`config.mk`:
```
export PLATFORM = sky130hd
export DESIGN_NAME = fetch_buffer
export DESIGN_NICKNAME = d
export VERILOG_FILES = /design/src/rtl/fetch_buffer.sv
export SDC_FILE = /design/constraint.sdc
export NUM_CORES = 1
export LEC_CHECK = 0
export ABC_AREA = 1
export CAP_MARGIN = 15
export CORE_ASPECT_RATIO = 1.2
export CORE_MARGIN = 8
export CORE_UTILIZATION = 60
export CTS_BUF_LIST = sky130_fd_sc_hd__clkbuf_16
export CTS_CLUSTER_DIAMETER = 200
export DETAILED_ROUTE_END_ITERATION = 6
export GPL_TIMING_DRIVEN = 0
export PLACE_DENSITY_LB_ADDON = 0.25
export SYNTH_ARGS = -nofsm -noshare
export SYNTH_HDL_FRONTEND = slang
export SYNTH_SLANG_ARGS = --single-unit
```
`constraint.sdc`:
```
create_clock -name clk -period 5.7 [get_ports clk]
set_clock_uncertainty 0.05 [all_clocks]
set_input_delay 0.57 -clock clk [delete_from_list [all_inputs] [get_ports clk]]
set_output_delay 0.57 -clock clk [all_outputs]
set_load 0.01 [all_outputs]
```
`src/rtl/fetch_buffer.sv`:
```
// fetch_buffer: issues one imem read per cycle on a credit basis and
// queues {pc, instr} pairs for decode; flush drops everything in flight.
module fetch_buffer #(
  parameter int PC_W    = 12,
  parameter int INSTR_W = 32,
  parameter int DEPTH   = 4
) (
  input  logic                     clk,
  input  logic                     reset_n,
  input  logic [PC_W-1:0]          pc,
  output logic                     en_pc,
  input  logic                     flush,
  output logic [PC_W-1:0]          imem_addr,
  output logic                     imem_en,
  input  logic [INSTR_W-1:0]       imem_rdata,
  output logic                     dec_valid,
  input  logic                     dec_ready,
  output logic [INSTR_W-1:0]       dec_instr,
  output logic [PC_W-1:0]          dec_pc,
  output logic [$clog2(DEPTH):0]   count
);

  localparam int AW = $clog2(DEPTH);
  localparam int CW = AW + 1;
  localparam logic [CW:0] FULL_C = (CW+1)'(DEPTH);

  typedef enum logic [1:0] {
    START,
    RUN,
    FULL
  } state_t;

  state_t state, state_n;

  logic [INSTR_W-1:0] instr_q [DEPTH];
  logic [PC_W-1:0]    pc_buf  [DEPTH];
  logic [AW-1:0]      rd_ptr, wr_ptr;
  logic [PC_W-1:0]    pc_q;
  logic               inflight;

  logic               pop, push, issue;
  logic [CW:0]        credit;
  logic [CW-1:0]      cnt_n;

  assign pop    = dec_valid && dec_ready;
  assign push   = inflight && !flush;
  assign credit = {1'b0, count}
                + {{CW{1'b0}}, inflight}
                - {{CW{1'b0}}, pop};
  assign issue  = (state != START) && !flush
                && (credit < FULL_C);

  assign en_pc     = issue;
  assign imem_en   = issue;
  assign imem_addr = pc;

  assign dec_valid = (count != '0);
  assign dec_instr = dec_valid ? instr_q[rd_ptr] : '0;
  assign dec_pc    = dec_valid ? pc_buf[rd_ptr]  : '0;

  // Occupancy after this cycle's push/pop; flush empties the queue.
  always_comb begin
    cnt_n = count;
    if (flush)
      cnt_n = '0;
    else
      cnt_n = count
            + {{(CW-1){1'b0}}, push}
            - {{(CW-1){1'b0}}, pop};
  end

  // Next state: FULL whenever the committed credit fills the buffer.
  always_comb begin
    state_n = state;
    unique case (state)
      START: state_n = flush ? START : RUN;
      RUN, FULL: begin
        if ({1'b0, cnt_n} + {{CW{1'b0}}, issue} >= FULL_C)
          state_n = FULL;
        else
          state_n = RUN;
      end
      default: state_n = START;
    endcase
  end

  // State, pointers, occupancy and the single outstanding request.
  always_ff @(posedge clk or negedge reset_n) begin
    if (!reset_n) begin
      state    <= START;
      rd_ptr   <= '0;
      wr_ptr   <= '0;
      count    <= '0;
      inflight <= 1'b0;
      pc_q     <= '0;
    end else begin
      state    <= state_n;
      count    <= cnt_n;
      inflight <= issue;
      if (issue)
        pc_q <= pc;
      if (flush) begin
        rd_ptr <= '0;
        wr_ptr <= '0;
      end else begin
        if (push)
          wr_ptr <= wr_ptr + AW'(1);
        if (pop)
          rd_ptr <= rd_ptr + AW'(1);
      end
    end
  end

  // Entry storage, written by the memory response.
  always_ff @(posedge clk or negedge reset_n) begin
    if (!reset_n) begin
      for (int i = 0; i < DEPTH; i++) begin
        instr_q[i] <= '0;
        pc_buf[i]  <= '0;
      end
    end else if (push) begin
      instr_q[wr_ptr] <= imem_rdata;
      pc_buf[wr_ptr]  <= pc_q;
    end
  end

  no_overflow: assert property (
    @(posedge clk) disable iff (!reset_n)
    !(push && ({1'b0, count} == FULL_C)));

endmodule
```
# Yosys cells after proc, flatten, opt, wreduce, memory -nomap -nowiden

Cells that the tools add are included.

Input bits: 48
Word-level logic and storage cells: 64
Output and inout bits: 62
Register bits after elaboration: 198

Mux-type cells: 22
Bitwise logic cells: 2
Equality and inequality tests: 2
Add/subtract/negate cells: 7
Reduce and logical (&&, ||, !) cells: 12
$lt $le $gt $ge: 5

Operator list:

| cell                                                                   | number |
|---|---|
| 128-bit bitwise mux                                                    | 1 |
| 32-bit 2-to-1 mux                                                      | 4 |
| 32-bit binary-select mux with 2-bit select                             | 1 |
| 32-bit demux with 2-bit select                                         | 1 |
| 48-bit bitwise mux                                                     | 1 |
| 12-bit 2-to-1 mux                                                      | 4 |
| 12-bit binary-select mux with 2-bit select                             | 1 |
| 12-bit demux with 2-bit select                                         | 1 |
| 2-bit 2-to-1 mux                                                       | 5 |
| 3-bit by 1-bit adder with 4-bit output                                 | 2 |
| 3-bit >= comparator (second input constant)                            | 2 |
| 2-bit inverter with 3-bit output                                       | 2 |
| 2-bit nonzero test                                                     | 3 |
| 1-bit logical AND                                                      | 5 |
| 2-bit by 1-bit adder with 2-bit output (second input constant)         | 2 |
| 4-bit by 3-bit >= comparator with 1-bit output (second input constant) | 1 |
| 4-bit by 3-bit < comparator with 1-bit output (second input constant)  | 1 |
| 2-bit case mux with 2 select lines                                     | 1 |
| 4-bit by 1-bit subtractor with 4-bit output                            | 1 |
| 3-bit by 1-bit adder with 3-bit output                                 | 1 |
| 3-bit by 1-bit < comparator with 1-bit output (second input constant)  | 1 |
| 3-bit 2-to-1 mux                                                       | 1 |
| 3-bit nonzero test                                                     | 1 |
| 3-bit by 1-bit subtractor with 3-bit output                            | 1 |
| 6 further kinds                                                        | 6 |

# Depth between registers and ports, before layout

Gate-level depths: netlist of the first run.

Depth after elaboration: 9
Depth in mapped cells: 17
Gate-level depth less buffers: 16

# Worst setup path before layout of the first run

No wires, ideal clock.

Kind: register -> output
Start point: register count[1]
End point: output port imem_en
Path slack: 3.070 ns
Arrival: 2.010 ns
Path buffers: 2
Stages on the path, launching flop included: 17
Required time: 5.080 ns
Cells stage by stage: dfrtp_1 > nor2_1 > nand2_2 > nand2_4 > inv_1 > nand2_1 > ha_1 > nand2_1 > inv_1 > nand4_1 > nand3_1 > nand2_1 > nor2_2 > nand2_2 > inv_4 > buf_6 > buf_4

Longest elaborated chain between the ends: 5
Elaborated cells on any way between the ends: 6
Those cells by class: add/sub (2); order compare (1); reduce/logical (3)

Ends and longest elaborated chain:

| element                                       | line | source |
|---|---|---|
| start: declaration                            | 20   | `output logic [$clog2(DEPTH):0] count` |
| start signal: assignment                      | 98   | `count <= cnt_n;` |
| 3-bit nonzero test                            | 57   | `assign dec_valid = (count != '0);` |
| via dec_valid                                 | 16   | `output logic dec_valid,` |
| 1-bit logical AND                             | 45   | `assign pop = dec_valid && dec_ready;` |
| 4-bit by 1-bit subtractor with 4-bit output   | 49   | `- {{CW{1'b0}}, pop};` |
| 4-bit by 3-bit < comparator with 1-bit output | 51   | `&& (credit < FULL_C);` |
| 1-bit logical AND                             | 51   |  |
| end: declaration                              | 14   | `output logic imem_en,` |

The timed path passes the listed nets, and every way through them passes these cells.

# Worst setup path in the final report of the first run

Start point: input port dec_ready
End point: output port imem_en

Longest elaborated chain between the ends: 4

Ends and longest elaborated chain:

| element                                       | line | source |
|---|---|---|
| start: declaration                            | 17   | `input logic dec_ready,` |
| 1-bit logical AND                             | 45   |  |
| 4-bit by 1-bit subtractor with 4-bit output   | 49   |  |
| 4-bit by 3-bit < comparator with 1-bit output | 51   |  |
| 1-bit logical AND                             | 51   |  |

Every way passes these cells.

==> summary.txt, run 1 <==
GRT
  – Initial antenna violation count: 0
  – Pin count of the biggest net entering global routing: 124
  – First-pass GRT wire length: 40700 µm
  – Met2 usage: 46.3%
  – GRT Util Overall: 26.6%
  – GRT busiest layer: met2
  – Met3 Resource Use GR: 5.53%
  – Gr ovfl total: 0
  – Met1 GRT Util: 31.8%
  – Vias in the first global route: roughly 8200

Job
  – Max Cap Viol: 0

Worst setup path
  – Required time worst endpoint: 5080 ps
  – Crit start category: input port
  – Crit Path Max Fanout: 12
  – Kind of critical path: input port to output port
  – WP data arrival: between 3000 and 4000 ps
  – R2R Setup Slk: 3420 ps
  – Reg-to-Reg End: state[0]$_DFF_PN0_
  – Critical Path End Type: output port
  – R2R cell count: 13
  – Launch point of the worst path: dec_ready
  – Critical R2R Launch: count[1]$_DFF_PN0_

Clocking
  – Clock Path Buffers: 2
  – # hold bufs at CTS: 0
  – H-tree Lvls: 4
  – Root Buffer: clkbuf_16
  – Post-CTS Setup Bufs: 0
  – Clk Latency, worst-skew pair: 430 ps
  – Num CTS Buffers: 17
  – Clock transition at the registers of the reported paths: ~70 ps
  – PostCTS Resize Cnt: 0
  – Sink Count: between 150 and 200
  – CTS tree: built

Die
  – Core ar.: ~15000 µm²
  – I/O pins: between 100 and 150
  – Die area: approximately 19000 µm²
  – Initial Utilization: 60.8%
  – Die H: 150 µm
  – Rows: 49
  – Die W: 128 µm

Synth
  – Synth Area per Inst: 8.26 µm²
  – Synthesized area: 9020 µm²
  – Cell taking the most area after synthesis: dfrtp_1
  – EDFF count, synth: 0
  – Post-synth cell types: 27
  – Post-synthesis sequential area ratio: between 50% and 60%
  – Most used DFF post-synth: dfrtp_1
  – Top cell type's share of synthesized area: a little over half
  – Ranking of synthesized cells by area: dfrtp_1 55%, o21ai_0 8.4%, nand2_1 8.2%
  – FF+latch count, synth: 198
  – Post-Synthesis Cells: 1092
  – Asr flop ratio synth: 100%
  – Syn nets: 1150
  – YS warnings: 0

Drt
  – Iter 0 DRT Violations: 816
  – WL final: 24500 µm
  – Vias per Instance: 5.66
  – Via count: 8133
  – Avg WL per Cell: 17.0 µm
  – DRC Markers: 0
  – Post-DRT Antenna Nets: 0
  – DR pass1 iterations: 6

Cells and area
  – Area of the multi-input gates: 3410 µm²
  – Commonest non-fill, non-tap cell in the layout: dfrtp_1
  – Filler cells: 1139
  – Register Area: 4950 µm²
  – Final std cells w/o fill: 1437
  – # nets final: 1278
  – Layout cells sized above 1: 7.38%
  – Ant. Diodes: 0
  – Final Cell Area: 11000 µm²
  – Commonest non-fill, non-tap cells in the layout: 198 x dfrtp_1, 197 x nand2_1, 186 x nor2_1
  – Synth-to-Final Area Change: 21.7%

Power and ir drop
  – Power, Total: 0.00516 W
  – Peak VDD IR: ~0.24 mV
  – P_leak: 4.97 nW
  – P per Cell Area: between 400 and 500 nW/µm²

Placed design
  – Pre-CTS setup slack: 1950 ps
  – IO buf count: 108
  – Hpwl dp: 16700 µm
  – Placed cell count: 1405
  – Area after DPL: 10400 µm²
  – GP Congestion: approximately 0.84

Timing
  – Unrepaired setup endpoints after global routing: no
  – Slew headroom: 58.3%
  – Worst Tran Pin Value: 625 ps
  – WHS: between 40 and 50 ps
  – Final Max Tran Viols: 0
  – Final Hold Viols: 0
  – Final setup violation count: 0
  – Final min period: 3730 ps
  – Fmax: about 0.27 GHz
  – Setup ws final: a little under 2000 ps
  – Fin crit share: 65.4%

Min path
  – Worst Hold Class: input port to async pin

Status
  – Status: finished, final reports clean
synthesized netlist by cell type, types with 6 or more instances:
cell type and n:
o21ai_1 116, buf_4 13, nor2_1 186, dfrtp_1 198
nand2_1 197, ha_1 9, o21ai_0 152, o21ai_2 12
nand3_1 6, buf_2 16, a21oi_1 48, nand2_2 10
clkbuf_1 52, inv_1 59
sequential cells by signal (all words and copies together), names as in the netlist:
signal	count
instr_q	128
pc_buf	48
pc_q	12
count	3
rd_ptr	2
state	2
wr_ptr	2
inflight	1
power breakdown:
part           total (W)  switching, W  internal [W]
Combinational    0.00207       0.00121      0.000854
Clock            0.00121      0.000528      0.000686
Sequential       0.00187      0.000161       0.00171
how the worst max path moves through the flow:
stage | endpoint | slack, ps | cells past startpoint
final | imem_en | 1970 | 16
after CTS | imem_en | 1950 | 16
after floorplan | imem_en | 3070 | 16
after detailed placement | imem_en | 1950 | 16
after global placement | instr_q[117]$_DFFE_PN0P_ | -4130 | 1
after global routing | imem_en | 1830 | 17
kinds of logic after synthesis:
logic type	Yosys count	synth area share [%]
compound gates	328	18.7
xor+xnor	1	0.0971
fa+ha+maj	10	1.47
buf+inv	149	7.26
flops	198	54.9
simple gates	406	17.5
per-layer routing:
layer  wire, µm  up-vias
li1           -     3770
met1       9610     3912
met2      12500      395
met3       1830       56
met4        559        0
met5          0        -
layout make-up:
class                      instances  area share, %
tap                              204           2.33
clock buffer                      17           3.88
buffer                            84           3.72
multi-input combinational        745           31.1
clock inverter                    15           1.50
sequential                       198           45.1
inverter                          65           2.25
timing repair buffer             109           10.1
metrics by stage:
stage,util [%],TNS (ps)
after floorplan,-,0
after global placement,69.8,-814490
final,74.0,0
after global routing,74.0,0
after CTS,74.0,0
after detailed placement,70.0,0
worst max-delay path, cell delays in order:
cell	delay (ps)
clkdlybuf4s50_1	530
nand2_4	100
inv_1	80
nand2_1	50
ha_1	280
nand2_1	50
inv_1	50
nand4_1	110
nand3_1	90
nand2_1	60
nor2_2	110
nand2_2	80
inv_4	110
buf_6	190
buf_4	120
clkdlybuf4s50_1	520
(Power assumes the default switching activity.)
==> run 2: changes to the inputs <==
CORE_UTILIZATION = 56   (was 60)
clock period = 3.9 ns   (was 5.7 ns; I/O delays follow)
==> summary.txt, run 2 (synthesis results as in run 1) <==
Die
  – Die H: 155 µm (+3.1%)
  – Core ar.: 16000 µm² (+8.0%)
  – Rows: 51 (+4.1%)
  – I/O pins: 110 (unchanged)
  – Die area: 20400 µm² (+6.3%)
  – Die W: 132 µm (+3.1%)
  – Initial Utilization: 56.3% (-4.5 points)

Placed design
  – Hpwl dp: 16500 µm (-1.3%)
  – GP Congestion: 0.837 (-0.65%)
  – IO buf count: 108 (unchanged)
  – Placed cell count: 1413 (+0.57%)

GRT
  – Vias in the first global route: 7912 (-3.0%)
  – GRT Util Overall: 23.7% (-2.9 points)
  – Gr ovfl total: 0 (unchanged)
  – GRT busiest layer: met2
  – First-pass GRT wire length: 39400 µm (-3.1%)
  – Met2 usage: 41.2% (-5.1 points)
  – Pin count of the biggest net entering global routing: 106 (-15%)
  – Met1 GRT Util: 28.1% (-3.7 points)
  – Met3 Resource Use GR: 5.29% (-0.24 points)
  – Initial antenna violation count: 0 (unchanged)

Worst setup path
  – Family with the most delay on the worst path: buffers and inverters
  – Crit Path Max Fanout: 12 (unchanged)
  – WP data arrival: 3100 ps (about the same)
  – Crit. path cell count: 17 (+1)
  – CP Cell Sequence: nor2_1 -> nand2_2 -> nand2_4 -> inv_1 -> nand2_1 -> ha_1 -> nand2_1 -> inv_1 -> nand4_1 -> nand3_1 -> nand2_1 -> nor2_2 -> nand2_2 -> inv_4 -> buf_6 -> buf_4 -> clkdlybuf4s50_1
  – Critical R2R Launch: count[1]$_DFF_PN0_
  – Worst Path Buf+Inv: 6 (-1)
  – CP max-delay cell: clkdlybuf4s50_1
  – R2R Setup Slk: 1610 ps (-1810 ps)
  – Crit start category: register
  – Required time worst endpoint: 3460 ps (-1620 ps)
  – Worst path max stage delay: 520 ps (about the same)
  – Critical Path End Type: output port
  – R2R cell count: 14 (+1)
  – Kind of critical path: register to output port
  – Most common cell on crit path: nand2_1
  – Launch point of the worst path: count[1]$_DFF_PN0_
  – Reg-to-Reg End: state[1]$_DFF_PN0_
  – CP Capture Point: imem_en

Clocking
  – Root Buffer: clkbuf_16
  – Clk Latency, worst-skew pair: 430 ps (about the same)
  – Post-CTS Setup Bufs: 0 (unchanged)
  – CTS tree: built
  – Clock transition at the registers of the reported paths: 60 ps (about the same)
  – H-tree Lvls: 4 (unchanged)
  – Num CTS Buffers: 17 (unchanged)
  – Clock Path Buffers: 2 (unchanged)
  – Sink Count: 198 (unchanged)

Cells and area
  – Max reg flops: 128 (unchanged)
  – Synth-to-Final Area Change: 21.7% (about the same)
  – Layout cells sized above 1: 7.14% (-0.24 points)
  – # nets final: 1279 (+0.078%)
  – Top flop regs: instr_q x128, pc_buf x48, pc_q x12
  – Top reg by flops: instr_q
  – Commonest non-fill, non-tap cells in the layout: 198 x dfrtp_1, 197 x nand2_1, 186 x nor2_1
  – Commonest non-fill, non-tap cell in the layout: dfrtp_1
  – Final std cells w/o fill: 1445 (+0.56%)
  – Ant. Diodes: 0 (unchanged)

Timing
  – Total Negative Setup Slacks: 0 ps (unchanged)
  – Slew headroom: 46.9% (-11 points)
  – Fmax: 0.282 GHz
  – Final setup violation count: 0 (unchanged)
  – Unrepaired setup endpoints after global routing: no
  – Final min period: 3540 ps
  – Final Hold Viols: 0 (unchanged)
  – Worst Tran Pin Value: 796 ps (+171 ps)
  – Fin crit share: a little over 90%
  – WHS: 219 ps (+178 ps)
  – Final Max Tran Viols: 0 (unchanged)

Drt
  – Iter 0 DRT Violations: 737 (-9.7%)
  – Via count: 7907 (-2.8%)
  – Avg WL per Cell: 16.5 µm (-3.3%)
  – DR pass1 iterations: 7 (+1)
  – DRC Markers: 1 (+1)
  – Vias per Instance: 5.47 (-3.3%)
  – WL final: 23800 µm (-2.7%)
  – Post-DRT Antenna Nets: 0 (unchanged)

Status
  – Failing checks: DRC
  – Status: finished with violations

Power and ir drop
  – P_leak: 4.96 nW (-0.19%)
  – P per Cell Area: 678 nW/µm² (+44%)
  – Peak VDD IR: 0.368 mV (+52%)

Job
  – Max Cap Viol: 0 (unchanged)

Min path
  – Worst Hold Class: input port to register
[run 2: cell count changes in the layout (fill, tap and decap cells not counted)]
cell           change
clkinvlp_4         -2
dlygate4sd3_1      +1
inv_1              -3
clkinv_1           +5
clkinv_2           +2
clkinv_4           -2
inv_6              -1
[run 2: what timing repair did]
action | in CTS | in global routing
hold endpoints to repair | 38 | 0
hold buffers | 1 | 0
gates resized for setup | 0 | 0
[run 2: worst reg2reg max path: cells and delay by family, from the launching register on]
| kind | cells | cell delay (ps) |
|---|---|---|
| adders and majority gates | 2 | 550 |
| xor gates and xnor gates | 1 | 130 |
| DFF | 1 | 450 |
| buffers and inverters | 3 | 210 |
| and+or+nand+nor | 8 | 830 |
[run 2: stage by stage]
stage	util [%]	cell area, µm²	power [W]	setup WS [ps]
detailed placement	64.9	10400	0.00576	477
finish	68.5	11000	0.00745	359
global route	68.5	11000	0.00795	51.4
CTS	68.5	11000	0.00748	307
floorplan	-	9020	0.00452	1450
global placement	64.7	10400	0.00568	-5800
[run 2: worst min-delay path by stage]
stage	slack, ps	end	start	cells past startpoint
global route	240	rd_ptr[1]$_DFFE_PN0P_	flush	2
detailed placement	420	instr_q[8]$_DFFE_PN0P_	instr_q[8]$_DFFE_PN0P_	2
CTS	210	count[1]$_DFF_PN0_	flush	2
finish	220	count[1]$_DFF_PN0_	flush	2
floorplan	40	count[0]$_DFF_PN0_	reset_n	0
global placement	410	instr_q[69]$_DFFE_PN0P_	instr_q[69]$_DFFE_PN0P_	2
[run 2: per-layer routing]
| metal | routed length [µm] | part of all wire (%) | vias to the layer above |
|---|---|---|---|
| li1 | - | - | 3777 |
| met1 | 9910 | 42 | 3851 |
| met2 | 12100 | 51 | 245 |
| met3 | 1360 | 5.7 | 34 |
| met4 | 483 | 2.0 | 0 |
| met5 | 0 | 0 | - |
[run 2: area by class of cell]
type	instances	area, µm²
Timing Repair Buffer	110	1120
Clock buffer	17	425
Tap cell	212	265
Inverter	65	246
Sequential cell	198	4950
Multi-Input combinational cell	745	3410
Fill cell	1327	5040
Buffer	84	408
Clock inverter	14	141
[run 2: power by group]
part | internal [W] | switching [W] | total (W)
combinational | 0.00125 | 0.00174 | 0.00299
sequential | 0.00251 | 0.000229 | 0.00273
clock | 0.000987 | 0.000734 | 0.00172
